## src/rtl/mux4_rr_arbiter_if.sv

```systemverilog
// Select/handshake bundle between the requesters and the round-robin mux-select arbiter.
// The master side drives requests and enable; the slave side (the arbiter) returns grant, mux selects and qualifiers.
interface mux4_rr_arbiter_if;
    logic       en;
    logic [3:0] req;
    logic [3:0] gnt;
    logic       s0;
    logic       s1;
    logic       valid;
    logic       timeout;

    modport master (
        output en,
        output req,
        input  gnt,
        input  s0,
        input  s1,
        input  valid,
        input  timeout
    );

    modport slave (
        input  en,
        input  req,
        output gnt,
        output s0,
        output s1,
        output valid,
        output timeout
    );
endinterface

```

## src/rtl/mux4_rr_arbiter.sv

```systemverilog
// Round-robin arbiter driving the s1/s0 select of a shared 4:1 mux, with bounded bursts,
// a mandatory idle cycle between grants, and a registered valid qualifier.
module mux4_rr_arbiter #(
    parameter int HOLD_MAX = 8
) (
    input  logic                   clk,
    input  logic                   rst_n,
    mux4_rr_arbiter_if.slave       arb
);
    localparam int CW = $clog2(HOLD_MAX + 1);
    localparam logic [CW-1:0] HOLD_MAX_C = CW'(HOLD_MAX);

    typedef enum logic [0:0] {ST_IDLE = 1'b0, ST_GRANT = 1'b1} state_t;

    state_t          state_r, state_s;
    logic [1:0]      idx_r, idx_s;
    logic [1:0]      ptr_r, ptr_s;
    logic [CW-1:0]   cnt_r, cnt_s;
    logic [3:0]      gnt_r, gnt_s;
    logic [1:0]      sel_r, sel_s;
    logic            valid_r, valid_s;
    logic            timeout_r, timeout_s;
    logic [2:0]      pick_s;
    logic            release_s;

    // Returns {found, index} of the first set request scanning from start upward (mod 4).
    function automatic logic [2:0] rr_pick(input logic [3:0] req_v, input logic [1:0] start);
        logic [2:0] res;
        logic [1:0] cand;
        res = 3'b000;
        for (int k = 3; k >= 0; k--) begin
            cand = start + 2'(k);
            if (req_v[cand]) begin
                res = {1'b1, cand};
            end else begin
                res = res;
            end
        end
        return res;
    endfunction

    // Next-state and next-output decode for the IDLE/GRANT controller.
    always_comb begin
        state_s   = state_r;
        idx_s     = idx_r;
        ptr_s     = ptr_r;
        cnt_s     = cnt_r;
        gnt_s     = gnt_r;
        sel_s     = sel_r;
        valid_s   = valid_r;
        timeout_s = 1'b0;
        pick_s    = rr_pick(arb.req, ptr_r);
        release_s = (arb.req[idx_r] == 1'b0) || (arb.en == 1'b0) || (cnt_r == HOLD_MAX_C);
        case (state_r)
            ST_IDLE: begin
                if (arb.en && pick_s[2]) begin
                    idx_s   = pick_s[1:0];
                    gnt_s   = 4'b0001 << pick_s[1:0];
                    sel_s   = pick_s[1:0];
                    valid_s = 1'b1;
                    cnt_s   = CW'(1);
                    state_s = ST_GRANT;
                end else begin
                    state_s = ST_IDLE;
                end
            end
            ST_GRANT: begin
                if (release_s) begin
                    gnt_s     = 4'b0000;
                    valid_s   = 1'b0;
                    ptr_s     = idx_r + 2'd1;
                    state_s   = ST_IDLE;
                    // Only a forced release of a still-active, still-enabled requester counts as timeout.
                    timeout_s = (cnt_r == HOLD_MAX_C) && arb.req[idx_r] && arb.en;
                end else begin
                    cnt_s = cnt_r + CW'(1);
                end
            end
            default: begin
                state_s = ST_IDLE;
                gnt_s   = 4'b0000;
                valid_s = 1'b0;
            end
        endcase
    end

    // State and output registers; asynchronous reset clears every output immediately.
    always_ff @(posedge clk or negedge rst_n) begin
        if (!rst_n) begin
            state_r   <= ST_IDLE;
            idx_r     <= 2'd0;
            ptr_r     <= 2'd0;
            cnt_r     <= '0;
            gnt_r     <= 4'b0000;
            sel_r     <= 2'b00;
            valid_r   <= 1'b0;
            timeout_r <= 1'b0;
        end else begin
            state_r   <= state_s;
            idx_r     <= idx_s;
            ptr_r     <= ptr_s;
            cnt_r     <= cnt_s;
            gnt_r     <= gnt_s;
            sel_r     <= sel_s;
            valid_r   <= valid_s;
            timeout_r <= timeout_s;
        end
    end

    assign arb.gnt     = gnt_r;
    assign arb.s0      = sel_r[0];
    assign arb.s1      = sel_r[1];
    assign arb.valid   = valid_r;
    assign arb.timeout = timeout_r;
endmodule

```

## src/flat_wrapper.sv

```systemverilog
// flat-port wrapper written by rule: the top's interface ports become plain ports
module mux4_rr_arbiter_flat 
#(
    parameter int HOLD_MAX = 8
)
  (clk, rst_n, arb_en, arb_req, arb_gnt, arb_s0, arb_s1, arb_valid, arb_timeout);
  mux4_rr_arbiter_if arb_i ();
  input  logic clk;
  input  logic rst_n;
  input wire logic [$bits(arb_i.en)-1:0] arb_en;
  input wire logic [$bits(arb_i.req)-1:0] arb_req;
  output wire logic [$bits(arb_i.gnt)-1:0] arb_gnt;
  output wire logic [$bits(arb_i.s0)-1:0] arb_s0;
  output wire logic [$bits(arb_i.s1)-1:0] arb_s1;
  output wire logic [$bits(arb_i.valid)-1:0] arb_valid;
  output wire logic [$bits(arb_i.timeout)-1:0] arb_timeout;
  assign arb_i.en = arb_en;
  assign arb_i.req = arb_req;
  assign arb_gnt = arb_i.gnt;
  assign arb_s0 = arb_i.s0;
  assign arb_s1 = arb_i.s1;
  assign arb_valid = arb_i.valid;
  assign arb_timeout = arb_i.timeout;
  mux4_rr_arbiter #(.HOLD_MAX(HOLD_MAX)) u_core (.clk(clk), .rst_n(rst_n), .arb(arb_i));
endmodule
```

## config.mk

```make
export PLATFORM = sky130hd
export DESIGN_NAME = mux4_rr_arbiter_flat
export DESIGN_NICKNAME = d
export VERILOG_FILES = /design/src/rtl/mux4_rr_arbiter_if.sv /design/src/rtl/mux4_rr_arbiter.sv /design/src/flat_wrapper.sv
export SDC_FILE = /design/constraint.sdc
export NUM_CORES = 1
export LEC_CHECK = 0
export CAP_MARGIN = 15
export CELL_PAD_IN_SITES_DETAIL_PLACEMENT = 1
export CELL_PAD_IN_SITES_GLOBAL_PLACEMENT = 2
export CORE_MARGIN = 4
export CORE_UTILIZATION = 34
export CTS_CLUSTER_SIZE = 24
export DETAILED_ROUTE_END_ITERATION = 7
export PLACE_DENSITY = 0.9
export SLEW_MARGIN = 25
export SYNTH_ARGS = -nofsm -noshare
export SYNTH_HDL_FRONTEND = slang
export SYNTH_SLANG_ARGS = --single-unit
```

## constraint.sdc

```tcl
create_clock -name clk -period 3 [get_ports clk]
set_input_delay 0.6 -clock clk [delete_from_list [all_inputs] [get_ports clk]]
set_output_delay 0.6 -clock clk [all_outputs]
set_load 0.05 [all_outputs]
```

==> flow_summary.yaml, run 1 <==
outcome:
  status: "finished clean"
setup_path:
  required_ps: 2400
  cp.arrival_ps: 1650
  critical_path_depth: 1
  crit_type: "flip-flop to output pin"
  reg2reg_depth: 4
  path_cells: "clkdlybuf4s50_1"
  worstPathMaxFanout: 6
  critPathCapture: "arb_s0"
  critical_path_buf_inv_count: 1
  r2r_end: "u_core.ptr_r[1]$_DFFE_PN0P_"
  regToRegStartpoint: "u_core.idx_r[0]$_DFFE_PN0P_"
  max_stage_delay_ps: 850
  worstSetupStartpoint: "u_core.idx_r[0]$_DFFE_PN0P_"
  critical_path.top_delay_family: "buffers and inverters"
  ff2ff_setup_slack_ps: 1330
  critPathLaunchType: "flip-flop"
  end_kind: "output pin"
  worst_path_max_delay_cell: "clkdlybuf4s50_1"
sta:
  hold_violations: 0
  fin_ws_ps: 750.8
  worst_slew_pin_slew_ps: 678.6
  slew_violations: 0
  final-setup-viol-count: 0
  fmax_ghz: 0.4446
  fin_crit_ps: 2249
  min_period_over_period_pct: 74.97
  slew-limit-headroom_pct: 54.62
  clock_skew_ps: 0.9542
  setup_tns_ps: 0
  rsz0062_at_grt: "false"
power_and_ir_drop:
  p_leak_nw: 0.4467
  power.density_nw_per_um2: 934.8
  ir_worst_vdd_mv: 0.5808
grt:
  grt_pass1_vias: 671
  antenna_found_initial: 0
  grt_pass1_wl_um: 3139
  top_usage_layer: "met2"
  overflow: 0
  use_met3_pct: 2.036
  grt_usage_pct: 12.37
  grt_max_degree: 16
  globalRouteMet2Util_pct: 20.00
  grt_util_met1_pct: 16.34
clock_network:
  cts_setup_buffers: 0
  clkTransAtPathRegs_ps: 100
  clock-sinks: 15
  cts_inserted_buffers: 3
  clock_path_buffers: 2
  cts_tree: "built"
  ctsHoldBuffers: 0
  insertion_delay_ps: 290
  htree_levels: 1
  cts_root_buffer: "clkbuf_4"
  cts_resized: 0
route:
  drtPass1Iterations: 2
  vias_per_cell: 5.283
  routed-via-count: 634
  drtAntennaViolNets: 0
  drt_iter0_markers: 1
  detail_route.wl_per_cell_um: 15.24
  wirelength_um: 1829
  drc: 0
logic_synthesis:
  yosys_register_bits: 15
  synth_edf_count: 0
  syn_inst: 76
  async_flop_share_pct: 100.0
  synthFlopType: "dfrtp_1"
  synth_nets: 85
  yosysSeqAreaShare_pct: 45.32
  synth_area_sq_um: 828.3
  yosysWarnings: 0
  yosysUniqueCellTypes: 34
  synth.avg_cell_area_sq_um: 10.90
placement:
  post-place-ws_ps: 535.0
  port_buffers: 14
  place_congestion: 0.7411
  dp_hpwl_um: 1384
die:
  core-area_sq_um: 2255
  start_util_pct: 36.74
  die_area_sq_um: 3290
  rows: 17
  ios: 15
  die_x_um: 57.36
  die_h_um: 57.36
cells_and_area:
  antenna_cells: 0
  fin_util_pct: 45.01
  register_area_sq_um: 375.4
  layout-drive-gt1-share_pct: 13.04
  multi_input_area_sq_um: 414.1
  fillers: 264
  nets: 102
  area_delta_synth_final_pct: 22.51
job:
  maxCapViolCount: 0
hold_path:
  holdPathStages: 1
  holdCritPathClass: "flip-flop to flip-flop"
==> cells in the final DEF, fill, tap and decap left out, drive strengths merged, types with 3 or more instances in the layout <==
cell and n:
nor2 3, mux2i 5, o2bb2ai 3, inv 6
clkbuf 3, o21ai 5, nand2 8, clkdlybuf4s50 14
dfrtp 15
==> Yosys cell counts (2+ instances only) <==
library cell / number / area [sq um]
dfrtp_1: 15 / 375.4
xor2_1: 2 / 17.52
o21ai_0: 4 / 20.02
ha_1: 2 / 25.02
a22o_1: 2 / 17.52
nand2_1: 8 / 30.03
o2bb2ai_1: 3 / 26.28
mux2i_1: 5 / 50.05
inv_1: 6 / 22.52
o21a_1: 2 / 15.01
nor2_1: 3 / 11.26
nand2b_1: 2 / 12.51
==> worst min-delay path by stage <==
stage,startpoint,endpoint,slack [ps]
final,u_core.arb.gnt[1]$_DFFE_PN0P_,u_core.arb.gnt[1]$_DFFE_PN0P_,510
after global routing,u_core.arb.gnt[1]$_DFFE_PN0P_,u_core.arb.gnt[1]$_DFFE_PN0P_,550
after CTS,u_core.arb.gnt[3]$_DFFE_PN0P_,u_core.arb.gnt[3]$_DFFE_PN0P_,520
after detailed placement,u_core.arb.gnt[3]$_DFFE_PN0P_,u_core.arb.gnt[3]$_DFFE_PN0P_,480
after global placement,u_core.arb.gnt[1]$_DFFE_PN0P_,u_core.arb.gnt[1]$_DFFE_PN0P_,480
after floorplan,rst_n,u_core.arb.gnt[0]$_DFFE_PN0P_,300
==> per-stage QoR <==
step / power (mW) / hold slack (ps) / instance area, sq um / instances
after floorplan: 0.6893 / 304.4 / 828.3 / 76
after global placement: 0.8244 / 475.8 / 987.2 / 116
after detailed placement: 0.8343 / 482.0 / 987.2 / 116
after CTS: 0.9639 / 515.3 / 1015 / 120
after global routing: 1.013 / 553.4 / 1015 / 120
final: 0.9485 / 514.5 / 1015 / 120
==> power by group <==
part	switching [mW]	leakage (nW)	internal (mW)
Clock	0.0746	0.0177	0.0496
Sequential	0.0721	0.190	0.270
Combinational	0.293	0.239	0.189
==> cells by family after synthesis <==
logic type / after synthesis / synth area share (%)
buf+inv: 8 / 4.682
compound gates: 22 / 22.66
simple gates: 21 / 14.81
xor+xnor: 2 / 2.115
mux: 6 / 7.402
fa+ha+maj: 2 / 3.021
flops: 15 / 45.32
==> worst register-to-register path: cells and delay by family (launching register included) <==
| family | cells | cell delay [ps] |
|---|---|---|
| multiplexers | 2 | 690 |
| flip-flops | 1 | 500 |
| AO/OA/AOI/OAI | 2 | 380 |
==> cell type report <==
cell class	instances	share of cell area, %
clock buffers	3	2.219
clock inverters	1	0.4932
inverters	6	2.219
multi-input cells	53	40.81
flip-flops and latches	15	36.99
well taps	28	3.453
repair buffers	14	13.81
==> metal layers <==
metal / wire (um) / up-vias
met5: 0 / -
li1: - / 305
met3: 58 / 4
met2: 892 / 12
met4: 26 / 0
met1: 852 / 313
==> flip-flops by register name, indices dropped and copies added, names as in the netlist <==
| signal | cells |
|---|---|
| u_core.arb.valid | 1 |
| u_core.idx_r | 2 |
| u_core.arb.timeout | 1 |
| u_core.cnt_r | 4 |
| u_core.arb.gnt | 4 |
| u_core.state_r | 1 |
| u_core.ptr_r | 2 |
Note: power is estimated with default switching activity, not from simulation.
==> run 2: changes to the inputs <==
- CORE_UTILIZATION: 34 -> 32
- PLACE_DENSITY: 0.9 -> 0.86
- clock period: 3 -> 2.2 ns (I/O delays scaled with it)
==> run 2 against run 1 <==
Net effect:
- clock-buffer cell count is the same
- die area grew 5.4%
- critical path type unchanged
- core utilization shrank 2.7 points
==> flow_summary.yaml, run 2 (synthesized netlist as in run 1, its figures left out) <==
outcome:
  status: "finished clean"
grt:
  grt_usage_pct: 12.30
  grt_pass1_vias: 651
  grt_max_degree: 16
  overflow: 0
  grt_pass1_wl_um: 3174
  antenna_found_initial: 0
setup_path:
  worstPathMaxFanout: 6
  critical_path.top_delay_family: "buffers and inverters"
  end_kind: "output pin"
  required_ps: 1760
  cp.arrival_ps: 1610
  max_stage_delay_ps: 850
  critPathLaunchType: "flip-flop"
  critical_path_buf_inv_count: 1
  crit_type: "flip-flop to output pin"
  path_cells: "clkdlybuf4s50_1"
  worst_path_max_delay_cell: "clkdlybuf4s50_1"
clock_network:
  cts_resized: 0
  clock-sinks: 15
  cts_root_buffer: "clkbuf_4"
  ctsHoldBuffers: 0
  cts_setup_buffers: 0
  clkTransAtPathRegs_ps: 80
  insertion_delay_ps: 280
  clock_path_buffers: 2
  cts_tree: "built"
  htree_levels: 1
  cts_inserted_buffers: 3
sta:
  fin_crit_ps: 2051
  slew_violations: 0
  hold_violations: 0
  slew-limit-headroom_pct: 54.06
  worst_slew_pin_slew_ps: 687.0
  setup_tns_ps: 0
  final-setup-viol-count: 0
  rsz0062_at_grt: "false"
  clock_skew_ps: 9.119
  fmax_ghz: 0.4875
  min_period_over_period_pct: 93.23
  fin_ws_ps: 148.9
placement:
  post-place-ws_ps: 71.31
  port_buffers: 14
  place_congestion: 0.7805
  dpl.cell_count: 122
  dp_hpwl_um: 1454
cells_and_area:
  antenna_cells: 0
  final_common_cell: "dfrtp_1"
  layout-drive-gt1-share_pct: 16.67
  fin_util_pct: 42.27
  fin_cells: 126
  nets: 106
  area_delta_synth_final_pct: 26.43
  fillers: 284
  final_cell_mix: "dfrtp_1, clkdlybuf4s50_1, nand2_1, inv_1, mux2i_1"
route:
  drt_iter0_markers: 16
  drtPass1Iterations: 4
  drtAntennaViolNets: 0
  vias_per_cell: 5.071
  detail_route.wl_per_cell_um: 14.76
  wirelength_um: 1860
  drc: 0
  routed-via-count: 639
hold_path:
  holdCritPathClass: "flip-flop to flip-flop"
die:
  start_util_pct: 33.43
  ios: 15
  die_h_um: 58.88
  rows: 18
  core-area_sq_um: 2477
  die_area_sq_um: 3466
  die_x_um: 58.88
power_and_ir_drop:
  p_leak_nw: 0.4669
  ir_worst_vdd_mv: 0.7475
  total_power_mw: 1.322
  power.density_nw_per_um2: 1263
job:
  maxCapViolCount: 0
==> run 2: cell types whose count changed in the layout (fill, tap and decap cells not counted) <==
cell,change
buf_4,+4
==> run 2: worst paths after layout <==
path	cells past startpoint	slack, ps	endpoint	start
worst max-delay path	1	150	arb_s0	u_core.idx_r[0]$_DFFE_PN0P_
worst min register to register	1	520	u_core.arb.gnt[1]$_DFFE_PN0P_	u_core.arb.gnt[1]$_DFFE_PN0P_
max in group asynchronous	1	1190	u_core.cnt_r[0]$_DFFE_PN0P_	rst_n
min in group asynchronous	1	560	u_core.arb.timeout$_DFF_PN0_	rst_n
worst min-delay path	1	520	u_core.arb.gnt[1]$_DFFE_PN0P_	u_core.arb.gnt[1]$_DFFE_PN0P_
worst max register to register	4	600	u_core.ptr_r[1]$_DFFE_PN0P_	u_core.idx_r[0]$_DFFE_PN0P_
==> run 2: through the flow <==
step / hold WS, ps / cell area [sq um]
after global placement: 473.7 / 1020
after floorplan: 144.4 / 828.3
after CTS: 519.7 / 1047
after global routing: 536.3 / 1047
after detailed placement: 495.9 / 1020
final: 515.7 / 1047
==> run 2: metal layers <==
metal / global-route usage (%) / routed length, um
met1: 17.30 / 928
met2: 17.82 / 847
met3: 3.947 / 74
met4: 3.883 / 10
met5: 0 / 0
==> run 2: area by class of cell <==
class	instances	area (sq um)	share of cell area, %
multi-input cells	53	414.1	39.55
flip-flops and latches	15	375.4	35.84
repair buffers	18	170.2	16.25
well taps	30	37.54	3.584
clock buffers	3	22.52	2.151
inverters	6	22.52	2.151
clock inverters	1	5.005	0.4779
==> run 2: power breakdown <==
group | internal (mW) | leakage [nW] | switching (mW)
clock | 0.0675 | 0.0177 | 0.0895
sequential | 0.369 | 0.190 | 0.101
combinational | 0.282 | 0.259 | 0.415
total | 0.718 | 0.467 | 0.605
